==> src/rtl/common_pkg.sv <==
// Shared constants for the RV64 pipeline.
package common;

    // First instruction address after reset.
    localparam logic [63:0] PC_RESET = 64'h8000_0000;

endpackage

==> src/rtl/pipes_pkg.sv <==
// Inter-stage payload types and the fetch-stage state encoding.
package pipes;

    // Fetch -> decode payload.
    typedef struct packed {
        logic        valid;
        logic [31:0] raw_instr;
        logic [63:0] pc;
    } fetch_data_t;

    // Word parked while decode is stalled; validity is implied by the HOLD state.
    typedef struct packed {
        logic [31:0] raw_instr;
        logic [63:0] pc;
    } fetch_buf_t;

    typedef enum logic [1:0] {F_FETCH, F_HOLD, F_DISCARD} fetch_state_t;

endpackage

==> src/rtl/pcselect.sv <==
// Next-PC mux for the fetch stage: redirect, sequential advance, or hold.
module pcselect (
    input  logic [63:0] pc_q,
    input  logic        redirect_valid,
    input  logic [63:0] redirect_pc,
    input  logic        advance,
    output logic [63:0] pc_d
);

    // Redirect wins; the target is forced to word alignment.
    always_comb begin
        if (redirect_valid) begin
            pc_d = redirect_pc & ~64'd3;
        end else if (advance) begin
            pc_d = pc_q + 64'd4;
        end else begin
            pc_d = pc_q;
        end
    end

endmodule

==> src/rtl/ifetch.sv <==
// Instruction-fetch stage: one outstanding bus request, one-deep stall buffer,
// and discard of a request orphaned by a redirect.
module ifetch
    import pipes::*;
#(
    parameter logic [63:0] RESET_PC = common::PC_RESET
) (
    input  logic        clk,
    input  logic        resetn,
    output logic        ireq_valid,
    output logic [63:0] ireq_addr,
    input  logic        iresp_data_ok,
    input  logic [31:0] iresp_data,
    input  logic        stall,
    input  logic        redirect_valid,
    input  logic [63:0] redirect_pc,
    output fetch_data_t dataF
);

    fetch_state_t state_q, state_d;
    logic [63:0]  pc_q, pc_d;
    logic [63:0]  disc_addr_q, disc_addr_d;
    fetch_buf_t   buf_q, buf_d;
    fetch_data_t  out_q, out_d;

    logic         advance;
    logic         deliver;
    fetch_data_t  deliver_data;

    pcselect u_pcselect (
        .pc_q           (pc_q),
        .redirect_valid (redirect_valid),
        .redirect_pc    (redirect_pc),
        .advance        (advance),
        .pc_d           (pc_d)
    );

    // Request side: HOLD issues nothing, DISCARD keeps the orphaned address on the bus.
    always_comb begin
        ireq_valid = resetn && (state_q != F_HOLD);
        ireq_addr  = (state_q == F_DISCARD) ? disc_addr_q : pc_q;
    end

    // Next-state, buffer and output-register update.
    always_comb begin
        state_d      = state_q;
        disc_addr_d  = disc_addr_q;
        buf_d        = buf_q;
        advance      = 1'b0;
        deliver      = 1'b0;
        deliver_data = out_q;

        unique case (state_q)
            F_FETCH: begin
                if (iresp_data_ok) begin
                    // A word returned alongside a redirect is simply dropped.
                    if (!redirect_valid) begin
                        advance = 1'b1;
                        if (stall) begin
                            buf_d   = '{raw_instr: iresp_data, pc: pc_q};
                            state_d = F_HOLD;
                        end else begin
                            deliver      = 1'b1;
                            deliver_data = '{valid: 1'b1, raw_instr: iresp_data, pc: pc_q};
                        end
                    end
                end else if (redirect_valid) begin
                    // The in-flight request cannot be cancelled; remember it to drain it.
                    disc_addr_d = pc_q;
                    state_d     = F_DISCARD;
                end
            end
            F_HOLD: begin
                if (redirect_valid) begin
                    state_d = F_FETCH;
                end else if (!stall) begin
                    deliver      = 1'b1;
                    deliver_data = '{valid: 1'b1, raw_instr: buf_q.raw_instr, pc: buf_q.pc};
                    state_d      = F_FETCH;
                end
            end
            F_DISCARD: begin
                if (iresp_data_ok) begin
                    state_d = F_FETCH;
                end
            end
            default: begin
                state_d = F_FETCH;
            end
        endcase

        out_d = out_q;
        if (redirect_valid) begin
            out_d.valid = 1'b0;
        end else if (stall) begin
            out_d = out_q;
        end else if (deliver) begin
            out_d = deliver_data;
        end else begin
            out_d.valid = 1'b0;
        end
    end

    // State registers with asynchronous active-low reset.
    always_ff @(posedge clk or negedge resetn) begin
        if (!resetn) begin
            state_q     <= F_FETCH;
            pc_q        <= RESET_PC;
            disc_addr_q <= '0;
            buf_q       <= '0;
            out_q       <= '0;
        end else begin
            state_q     <= state_d;
            pc_q        <= pc_d;
            disc_addr_q <= disc_addr_d;
            buf_q       <= buf_d;
            out_q       <= out_d;
        end
    end

    assign dataF = out_q;

endmodule

==> config.mk <==
export PLATFORM = sky130hd
export DESIGN_NAME = ifetch
export DESIGN_NICKNAME = d
export VERILOG_FILES = /design/src/rtl/common_pkg.sv /design/src/rtl/pipes_pkg.sv /design/src/rtl/pcselect.sv /design/src/rtl/ifetch.sv
export SDC_FILE = /design/constraint.sdc
export NUM_CORES = 1
export LEC_CHECK = 0
export CAP_MARGIN = 0
export CORE_ASPECT_RATIO = 0.5
export CORE_MARGIN = 1
export CORE_UTILIZATION = 54
export DETAILED_ROUTE_END_ITERATION = 16
export PLACE_DENSITY = 0.91
export REMOVE_ABC_BUFFERS = 1
export SYNTH_ARGS = -nofsm -noshare
export SYNTH_HDL_FRONTEND = slang
export SYNTH_HIERARCHICAL = 1
export SYNTH_SLANG_ARGS = --single-unit
==> constraint.sdc <==
create_clock -name clk -period 3.45 [get_ports clk]
set_clock_uncertainty 0.2 [all_clocks]
set_input_delay 0.5175 -clock clk [delete_from_list [all_inputs] [get_ports clk]]
set_output_delay 0.5175 -clock clk [all_outputs]
set_load 0.01 [all_outputs]
Word-level counts from Yosys, hierarchy flattened
Index checks and enable logic that the tools add are counted.
{"block": "classes", "shift": 0, "div_mod_pow": 0, "n_reduce_logical": 9, "mul": 0, "eq_ne": 12, "bitwise": 3, "order_cmp": 0, "n_addsub": 1, "muxes": 24}
{"op": "two-way mux 97 bit", "n": 2}
{"op": "case mux 97 bit (2 select lines)", "n": 1}
{"op": "two-way mux 64 bit", "n": 3}
{"op": "two-way mux 96 bit", "n": 1}
{"op": "adder 64 x 3 -> 64 bit (second input constant)", "n": 1}
{"op": "two-way mux 2 bit", "n": 7}
{"op": "!= test 3 bit (second input constant)", "n": 4}
{"op": "AND reduction 5 bit", "n": 2}
{"op": "two-way mux 1 bit", "n": 8}
{"op": "case mux 2 bit (3 select lines)", "n": 1}
{"op": "AND reduction 3 bit", "n": 2}
{"op": "!= test 2 x 1 -> 1 bit (second input constant)", "n": 2}
{"op": "!= test 2 bit (second input constant)", "n": 2}
{"op": "!= test 4 x 2 -> 1 bit (second input constant)", "n": 1}
{"op": "!= test 4 bit (second input constant)", "n": 1}
{"op": "AND reduction 4 bit", "n": 1}
{"op": "nonzero test 2 bit", "n": 2}
{"op": "inverter 1 bit", "n": 3}
{"op": "== test 2 x 1 -> 1 bit (second input constant)", "n": 1}
{"op": "== test 2 bit (second input constant)", "n": 1}
{"op": "logical NOT 2 bit", "n": 1}
{"op": "case mux 1 bit (2 select lines)", "n": 1}
{"op": "logical AND 1 bit", "n": 1}
{"block": "totals", "mem_count": 0, "latch_bits": 0, "ramBits": 0, "register_bits": 323, "romBits": 0}

Logic depth before layout (Yosys ltp)
Gate-level depths: netlist (run 1).
{"block": "depth", "depth_word": 7, "mapped_depth": 10, "depth_no_buf": 6}

Cells and area by module
Netlist (run 1), hierarchy kept.
{"mod": "ifetch", "n_inst": 1, "cells_per_inst": 799, "area_each_um2": 13178.9}
{"mod": "pcselect", "n_inst": 1, "cells_per_inst": 364, "area_each_um2": 2077.0}

Least setup slack after synthesis (run 1)
No wires, ideal clock.
{"block": "synth_path", "path_type": "input -> register", "startpoint": "input port redirect_valid", "endpoint": "register pc_q[51]", "setup_time_ns": 0.082, "cell_stages": 9, "path_slack_ns": 0.371, "arrival_time_ns": 2.797, "path_cell_list": "nor4b_4 buf_2 nand4_1 or4_1 buf_2 or4_1 buf_2 or4_1 a31oi_1"}
{"item": "from (decl)", "line": "ifetch.sv:15", "text": "input logic redirect_valid,"}
{"item": "two-way mux 64 bit", "line": "pcselect.sv:12", "text": "if (redirect_valid) begin"}
{"item": "named net pc_d[51]", "line": "ifetch.sv:21", "text": "logic [63:0] pc_q, pc_d;"}
{"item": "to (signal assigned)", "line": "ifetch.sv:114", "text": "pc_q <= pc_d;"}
{"item": "to (decl)", "line": "ifetch.sv:21"}
The timed path passes the listed nets, and every way through them passes these cells.
A chain may end at the register's enable or synchronous reset.

Worst setup path after layout (run 1)
{"block": "layout_path", "startpoint": "register state_q[1]", "endpoint": "output port ireq_addr[42]"}
{"block": "layout_between", "elab_chain_cells": 2}
{"item": "from (decl)", "line": "ifetch.sv:20", "text": "fetch_state_t state_q, state_d;"}
{"item": "from (signal assigned)", "line": "ifetch.sv:113", "text": "state_q <= state_d;"}
{"item": "== test 2 bit", "line": "ifetch.sv:41", "text": "ireq_addr = (state_q == F_DISCARD) ? disc_addr_q : pc_q;"}
{"item": "two-way mux 64 bit", "line": "ifetch.sv:41"}
{"item": "to (decl)", "line": "ifetch.sv:11", "text": "output logic [63:0] ireq_addr,"}
No other way between the ends.

==> results_dict.tcl, run 1 <==
set metrics [dict create \
    status "finished clean" \
    cp_max_fo 27 \
    drive_above_1_share 0.318 \
    fp.dieH_um 121 \
    hold_class "in2async" \
    grt_setup_unrepaired "no" \
    yosys_warnings 6 \
    antenna_found_initial 7 \
    ys_seq_area_frac 0.530 \
    cp-start-kind "register" \
    drv_cap 0 \
    io_pins 263 \
    cp.arrival_ns 2.58 \
    start_util 0.551 \
    syn_inst 1163 \
    dpl.hpwl_um 26400 \
    row_count 43 \
    mostFrequentLayoutCell "mux2_2" \
    syn2layout_area_growth_pct 27.0 \
    postCtsSetupBuffers 0 \
    detailedPlace.worstSlack_ns -0.183 \
    grt_pass1_vias 11400 \
    gp_congestion 0.848 \
    critPathCaptureType "primary output" \
    ant_nets 0 \
    drt-initial-drc-count 880 \
    worst_slack_ns 0.154 \
    cts_sinks 323 \
    fin_crit_sh 0.956 \
    fin_area_um2 19400 \
    clockBufferDepth 3 \
    drcViolationCount 0 \
    final_max_slew_viol_count 0 \
    numCtsBuffers 29 \
    clock_latency_ns 0.56 \
    ir_worst_vdd_v 0.000395 \
    worst_pin_slew_ns 1.07 \
    vias 10600 \
    port_buffers 260 \
    grt_start_max_net_pins 125 \
    slew_headroom 0.285 \
    synth-seq-cells 323 \
    coreArea_um2 27700 \
    synth_enable_flop_cells 0 \
    synthArstFlopShare 1.00 \
    timing.fmax_mhz 303 \
    dr.pass1.iters 5 \
    die-area_um2 29000 \
    power_density_nw_per_um2 609 \
    nNetsFinal 1529 \
    hold_viol 0 \
    setup_viol 0 \
    syn_avg_cell_area_um2 13.1 \
    p_total_mw 11.8 \
    placed_area_um2 18400 \
    syn_area_um2 15300 \
    clockRootBuffer "clkbuf_16" \
    path_class "reg2out" \
    most-common-layout-cells "358 x mux2_2, 322 x dfrtp_1, 258 x clkdlybuf4s50_1" \
    grt_overflow 0 \
    leakage_nw 7.79 \
    cts_tree "done" \
    gr-usage-all-layers 0.277 \
    viasPerCell 5.80 \
    grt_first_pass_wirelength_um 62400 \
    htreeDepth 1 \
    avgRoutedWirePerCell_um 21.4 \
    whs_ns 0.251 \
    die_w_um 240 \
    fin_crit_ns 3.30 \
    path_clk_slew_ns 0.07 \
    synth_cell_types 42 \
    drt_wl_total_um 39300 \
    cp.required_ns 2.73 \
    ys.flop_type "dfrtp_1" \
]
[synth_stat cells, drive strengths merged, types with 5 or more instances]
library cell  number  area [µm²]
o21ai             44         220
or3               10        62.6
and4               6        52.6
and2               5        31.3
nor2b              6        37.5
xnor2             27         236
nand2             57         216
or4               24         180
buf               52         335
o31ai             16         120
nand3             22         110
nor4              13        87.6
inv                8        30.0
dfrtp            322        8060
nand4             18         119
nor3               9        45.0
and3               9        56.3
nor2              29         109
mux2             416        4680
clkbuf            21        78.8
a31oi             26         163
xor2               8        70.1
[registers in the layout, summed over array words and instances (netlist names)]
name	flops
dataF	97
buf_q	96
disc_addr_q	64
pc_q	64
state_q	2
[cell type report]
cell class / instances / area, µm²
Timing Repair Buffer: 306 / 3090
Clock buffer: 37 / 786
Multi-Input combinational cell: 759 / 6770
Clock inverter: 13 / 118
Fill cell: 1801 / 8330
Inverter: 8 / 30.0
Antenna cell: 7 / 17.5
Sequential cell: 323 / 8080
Tap cell: 382 / 478
[final timing paths]
kind	cells past startpoint	startpoint	slack, ns	to
setup / recovery	5	state_q[1]$_DFFE_PN0P_	0.15	ireq_addr[42]
hold / removal	2	resetn	0.25	disc_addr_q[40]$_DFFE_PN0P_
setup reg to reg	5	pc_q[18]$_DFF_PN0_	0.27	pc_q[45]$_DFF_PN0_
hold reg to reg	1	buf_q[74]$_DFFE_PN0P_	0.29	buf_q[74]$_DFFE_PN0P_
max in group asynchronous	3	resetn	1.41	dataF[82]$_DFFE_PN0P_
min in group clk	1	buf_q[74]$_DFFE_PN0P_	0.29	buf_q[74]$_DFFE_PN0P_
[routing by layer]
| layer | wire [µm] | vias up | track usage |
|---|---|---|---|
| met2 | 19900 | 307 | 0.472 |
| met3 | 1430 | 110 | 0.0373 |
| met5 | 0 | - | 0 |
| met4 | 1970 | 0 | 0.137 |
| li1 | - | 4785 | - |
| met1 | 16000 | 5436 | 0.349 |
[stage by stage]
stage | utilization | setup TNS (ns) | instances
final | 0.699 | 0 | 1835
after global routing | 0.699 | 0 | 1835
after CTS | 0.698 | 0 | 1828
after detailed placement | 0.665 | -2.12 | 1777
after global placement | 0.665 | -0.560 | 1777
after floorplan | - | -722.15 | 1090
[report_power, final]
group          total [mW]  switching (mW)  internal [mW]  leakage [nW]
Clock                3.16            1.41           1.75         0.452
Sequential           5.40           0.628           4.77          3.86
Combinational        3.23            1.26           1.98          3.48
[worst max-delay path, stage by stage, from the launching register on]
cell and delay (ns):
dfrtp_1 0.40, buf_4 0.19, nor2b_4 0.20, buf_6 0.32
mux2_2 0.39, clkdlybuf4s50_1 0.50
[kinds of logic after synthesis]
kind of cell	synth area share
AO/OA/AOI/OAI	0.0353
XOR/XNOR	0.0201
adder cells (fa/ha/maj)	0.000820
buffers and inverters	0.0291
flip-flops	0.530
multiplexers	0.308
AND/OR/NAND/NOR	0.0771
[repair_timing]
action / CTS / global route
hold buffers: 1 / 0
resized for setup: 0 / 1
endpoints found under the setup margin: 0 / 26
hold endpoints to repair: 36 / 0
Note: power is estimated with default switching activity, not from simulation.
==> run 2, diff against run 1 <==
--- a/config.mk
+++ b/config.mk
@@ -8,9 +8,9 @@
 export CAP_MARGIN = 0
 export CORE_ASPECT_RATIO = 0.5
 export CORE_MARGIN = 1
-export CORE_UTILIZATION = 54
+export CORE_UTILIZATION = 55
 export DETAILED_ROUTE_END_ITERATION = 16
-export PLACE_DENSITY = 0.91
+export PLACE_DENSITY = 0.88
 export REMOVE_ABC_BUFFERS = 1
 export SYNTH_ARGS = -nofsm -noshare
 export SYNTH_HDL_FRONTEND = slang
==> constraint.sdc (replaced) <==
create_clock -name clk -period 3.9 [get_ports clk]
set_clock_uncertainty 0.2 [all_clocks]
set_input_delay 0.585 -clock clk [delete_from_list [all_inputs] [get_ports clk]]
set_output_delay 0.585 -clock clk [all_outputs]
set_load 0.01 [all_outputs]
==> results_dict.tcl, run 2 (same netlist as run 1, synthesis figures left out) <==
set metrics [dict create \
    status "finished clean" \
    dpl.hpwl_um 25300 \
    row_count 42 \
    grt_start_max_net_pins 187 \
    hold_class "reg2reg" \
    gr-usage-all-layers 0.275 \
    detailedPlace.worstSlack_ns 0.0973 \
    fin_area_um2 19200 \
    p_total_mw 10.4 \
    largest_reg_flops 97 \
    cp.arrival_ns 2.82 \
    cts_sinks 323 \
    fin_crit_sh 0.924 \
    hold_viol 0 \
    die_w_um 238 \
    final_max_slew_viol_count 0 \
    drt_wl_total_um 38400 \
    fin_crit_ns 3.60 \
    critPathCaptureType "primary output" \
    cp_cell_sequence "nor2b_4 -> buf_12 -> mux2_2 -> clkdlybuf4s50_1" \
    path_class "reg2out" \
    mostFrequentLayoutCell "mux2_2" \
    clockRootBuffer "clkbuf_16" \
    setup_viol 0 \
    vias 10600 \
    cts_tree "done" \
    ir_worst_vdd_v 0.000302 \
    grt_first_pass_wirelength_um 61500 \
    coreArea_um2 26900 \
    worst_slack_ns 0.297 \
    cp-start-kind "register" \
    hp-start "buf_q[68]$_DFFE_PN0P_" \
    worst_pin_slew_ns 1.05 \
    cts-resized-gates 0 \
    postCtsSetupBuffers 0 \
    dr.pass1.iters 7 \
    cp.required_ns 3.12 \
    crit_path_start "state_q[1]$_DFFE_PN0P_" \
    grt_setup_unrepaired "no" \
    die-area_um2 28400 \
    leakage_nw 7.68 \
    nNetsFinal 1510 \
    fp.dieH_um 120 \
    r2r_start "pc_q[22]$_DFF_PN0_" \
    placed_cells 1750 \
    gp_congestion 0.853 \
    drcViolationCount 0 \
    cp_slowest_cell "dfrtp_1" \
    port_buffers 260 \
    drv_cap 0 \
    whs_ns 0.285 \
    grt_pass1_vias 11200 \
    instances_no_fill 1808 \
    start_util 0.568 \
    antenna_found_initial 7 \
    path_clk_slew_ns 0.06 \
    clockBufferDepth 3 \
    io_pins 263 \
    syn2layout_area_growth_pct 25.8 \
    ctsHoldBuffers 1 \
    avgRoutedWirePerCell_um 21.2 \
    clock_latency_ns 0.58 \
    htreeDepth 1 \
    cp_slowest_stage_delay_ns 0.57 \
    timing.fmax_mhz 278 \
    numCtsBuffers 29 \
    most-common-layout-cells "358 x mux2_2, 322 x dfrtp_1, 258 x clkdlybuf4s50_1" \
    slew_headroom 0.297 \
    n_fill_cell 1725 \
    ant_nets 0 \
    viasPerCell 5.87 \
    placed_area_um2 18200 \
    drt-initial-drc-count 851 \
    cp_max_fo 60 \
    grt_overflow 0 \
    drive_above_1_share 0.305 \
    power_density_nw_per_um2 541 \
]
run 2: cell types whose count changed in the layout (fill, tap and decap cells not counted), sizes merged:
cell      before  now
buf           47   28
clkbuf        37   46
clkinv        10    2
bufinv         2    1
clkinvlp       1    0
inv            8    9
run 2: stage by stage:
stage | TNS (ns) | utilization
6_report | 0 | 0.714
3_5_place_dp | 0 | 0.680
5_1_grt | 0 | 0.714
2_1_floorplan | -635.26 | -
3_3_place_gp | 0 | 0.680
4_1_cts | 0 | 0.714
run 2: worst paths after layout:
| path | endpoint | slack [ns] | cells past startpoint |
|---|---|---|---|
| max in group asynchronous | buf_q[41]$_DFFE_PN0P_ | 1.83 | 3 |
| min in group asynchronous | buf_q[67]$_DFFE_PN0P_ | 0.34 | 2 |
| max | ireq_addr[61] | 0.30 | 4 |
| min reg2reg | buf_q[68]$_DFFE_PN0P_ | 0.29 | 1 |
| max reg2reg | pc_q[57]$_DFF_PN0_ | 0.51 | 5 |
| min | buf_q[68]$_DFFE_PN0P_ | 0.29 | 1 |
run 2: final cells by class:
cell class	instances	area, µm²	share of cell area
Timing Repair Buffer	287	2910	0.152
Antenna cell	7	17.5	0.000913
Tap cell	374	468	0.0244
Multi-Input combinational cell	759	6770	0.353
Inverter	8	30.0	0.00157
Clock buffer	46	850	0.0443
Sequential cell	323	8080	0.421
Clock inverter	4	60.1	0.00313
run 2: worst max-delay path: cells and delay by family (launching register included):
kind | cells | cell delay, ns
buf+inv | 2 | 0.92
simple gates | 1 | 0.35
mux | 1 | 0.38
flops | 1 | 0.57
run 2: where the power goes:
part / internal [mW] / leakage [nW] / total (mW) / switching (mW)
sequential: 4.22 / 3.86 / 4.78 / 0.558
combinational: 1.73 / 3.38 / 2.80 / 1.07
clock: 1.56 / 0.443 / 2.81 / 1.26
total: 7.50 / 7.68 / 10.4 / 2.88
run 2: per-layer routing:
metal / part of all wire / vias up / global-route usage / wire length [µm]
li1: - / 4745 / - / -
met1: 0.41 / 5432 / 0.348 / 15700
met2: 0.50 / 338 / 0.469 / 19100
met3: 0.050 / 99 / 0.0520 / 1910
met4: 0.042 / 0 / 0.111 / 1620
met5: 0 / - / 0 / 0
==> run 3, diff against run 2 <==
--- a/config.mk
+++ b/config.mk
@@ -14,5 +14,4 @@
 export REMOVE_ABC_BUFFERS = 1
 export SYNTH_ARGS = -nofsm -noshare
 export SYNTH_HDL_FRONTEND = slang
-export SYNTH_HIERARCHICAL = 1
 export SYNTH_SLANG_ARGS = --single-unit
==> results_dict.tcl, run 3 <==
set metrics [dict create \
    viasPerCell 5.83 \
    status "finished clean" \
    p_sw_frac 0.272 \
    ir_worst_vdd_v 0.000362 \
    power_density_nw_per_um2 531 \
    postCtsSetupBuffers 0 \
    timing.fmax_mhz 295 \
    critPathCaptureType "primary output" \
    final_max_slew_viol_count 0 \
    die-area_um2 27400 \
    fin_crit_ns 3.39 \
    drv_cap 0 \
    leakage_nw 7.39 \
    cp_max_fo 21 \
    yosysMostFrequentCell "dfrtp_1" \
    cp.arrival_ns 2.61 \
    start_util 0.572 \
    mostFrequentLayoutCell "dfrtp_1" \
    seqPwrFrac 0.456 \
    synth_enable_flop_cells 0 \
    synth_cell_types 48 \
    htreeDepth 1 \
    p_total_mw 9.84 \
    synth_top_area_share 0.535 \
    synth-seq-cells 315 \
    grt_setup_unrepaired "no" \
    ys_seq_area_frac 0.537 \
    slew_headroom 0.325 \
    io_pins 263 \
    pwr-share-clk 0.312 \
    vias 10900 \
    grt_first_pass_wirelength_um 59600 \
    clockBufferDepth 3 \
    clock_latency_ns 0.54 \
    ctsHoldBuffers 0 \
    multi_input_area_um2 6370 \
    drt-initial-drc-count 879 \
    yosys-top-cells-count "314 x dfrtp_1, 210 x mux2_2, 121 x nor2_1, 99 x a21oi_1, 92 x mux2i_1" \
    hold_viol 0 \
    clockRootBuffer "clkbuf_16" \
    yosys_warnings 0 \
    ant_nets 0 \
    drcViolationCount 0 \
    cts_tree "done" \
    cp-start-kind "register" \
    die_w_um 233 \
    placed_area_um2 17500 \
    seq_area_um2 7880 \
    gr-usage-all-layers 0.273 \
    path_class "reg2out" \
    port_buffers 256 \
    fin_crit_sh 0.870 \
    grt_overflow 0 \
    path_clk_slew_ns 0.07 \
    cp.required_ns 3.12 \
    syn_area_um2 14700 \
    gp_congestion 0.845 \
    grt_start_max_net_pins 169 \
    nNetsFinal 1606 \
    fp.dieH_um 118 \
    syn_avg_cell_area_um2 11.2 \
    yosysTopAreaCell "dfrtp_1" \
    power_frac_comb 0.232 \
    setup_viol 0 \
    switching_power_mw 2.67 \
    ys.flop_type "dfrtp_1" \
    dpl.hpwl_um 24400 \
    grt_pass1_vias 11300 \
    syn_inst 1307 \
    worst_pin_slew_ns 1.01 \
    avgRoutedWirePerCell_um 19.9 \
    syn2layout_area_growth_pct 26.0 \
    numCtsBuffers 29 \
    fin_area_um2 18500 \
    synth_area_leaders "dfrtp_1 53%, mux2_2 16%, mux2i_1 6.3%" \
    synthArstFlopShare 1.00 \
    cts-resized-gates 0 \
    antenna_found_initial 2 \
    row_count 41 \
    intPower_mw 7.16 \
    most-common-layout-cells "314 x dfrtp_1, 254 x clkdlybuf4s50_1, 210 x mux2_2" \
    largest_reg_flops 95 \
    drt_wl_total_um 37200 \
    coreArea_um2 25700 \
    drive_above_1_share 0.191 \
    n_fill_cell 1718 \
    hold_class "in2async" \
    cts_sinks 315 \
    dr.pass1.iters 7 \
]
## run 3: changes by cell type after synthesis, sizes merged, moves of 13 or more
cell	delta
o21ai	+17
a21oi	+98
clkbuf	+58
o31ai	-14
a31oi	-13
buf	-20
nand4	+13
nor2	+92
nand2	+21
nor3	+14
mux2i	+91
xor2	+14
or4	-20
mux2	-206
## run 3: cells by family after synthesis
group / after synthesis / share of synthesized area
AND/OR/NAND/NOR: 342 / 0.113
XOR/XNOR: 42 / 0.0250
other: 1 / 0.000255
multiplexers: 302 / 0.224
buffers and inverters: 118 / 0.0331
AO/OA/AOI/OAI: 186 / 0.0675
flip-flops: 315 / 0.537
adder cells (fa/ha/maj): 1 / 0.000852
## run 3: final timing paths
kind / from / to / slack, ns / cells after the start
max: state_q[1]$_DFFE_PN0P_ / ireq_addr[16] / 0.51 / 4
min: resetn / buf_q[19]$_DFFE_PN0P_ / 0.01 / 2
max reg2reg: pc_q[18]$_DFFE_PN0N_ / pc_q[62]$_DFFE_PN0N_ / 0.86 / 5
min reg2reg: buf_q[57]$_DFFE_PN0P_ / buf_q[57]$_DFFE_PN0P_ / 0.28 / 2
max in group asynchronous: resetn / dataF[2]$_DFFE_PN0P_ / 1.93 / 3
min in group clk: buf_q[57]$_DFFE_PN0P_ / buf_q[57]$_DFFE_PN0P_ / 0.28 / 2
## run 3: metrics by stage
step                instances  setup WS (ns)   util  setup TNS (ns)  hold slack [ns]
floorplan                1199         -10.80      -        -1163.00           0.0894
global placement         1817          0.656  0.680               0            0.263
detailed placement       1817          0.515  0.680               0            0.270
CTS                      1868          0.498  0.720               0           0.0364
global route             1870          0.444  0.720               0           0.0744
finish                   1870          0.507  0.720               0           0.0107
## run 3: cell type report
class | count | area share
antenna | 2 | 0.000270
inverter | 7 | 0.00142
tap | 344 | 0.0232
multi-input combinational | 877 | 0.344
clock inverter | 11 | 0.0101
timing repair buffer | 274 | 0.149
clock buffer | 40 | 0.0458
sequential | 315 | 0.426
## run 3: routing by layer
layer	global-route usage	share of wire	vias up
met5	0	0	-
met2	0.457	0.50	330
met4	0.111	0.043	0
met1	0.359	0.41	5473
li1	-	-	4994
met3	0.0368	0.047	105
## run 3: power by group through the flow
stage,clock network [mW],logic [mW],registers [mW]
after floorplan,0,1.11,4.52
after global placement,0,2.21,4.47
after detailed placement,0,2.28,4.54
after CTS,3.11,2.30,4.48
after global routing,3.25,2.46,4.58
final,3.07,2.28,4.49
## run 3: critical path, stage by stage, from the launching register on
cell and delay (ns):
dfrtp_1 0.56, nor2b_4 0.25, buf_4 0.34, mux2_2 0.41
clkdlybuf4s50_1 0.48
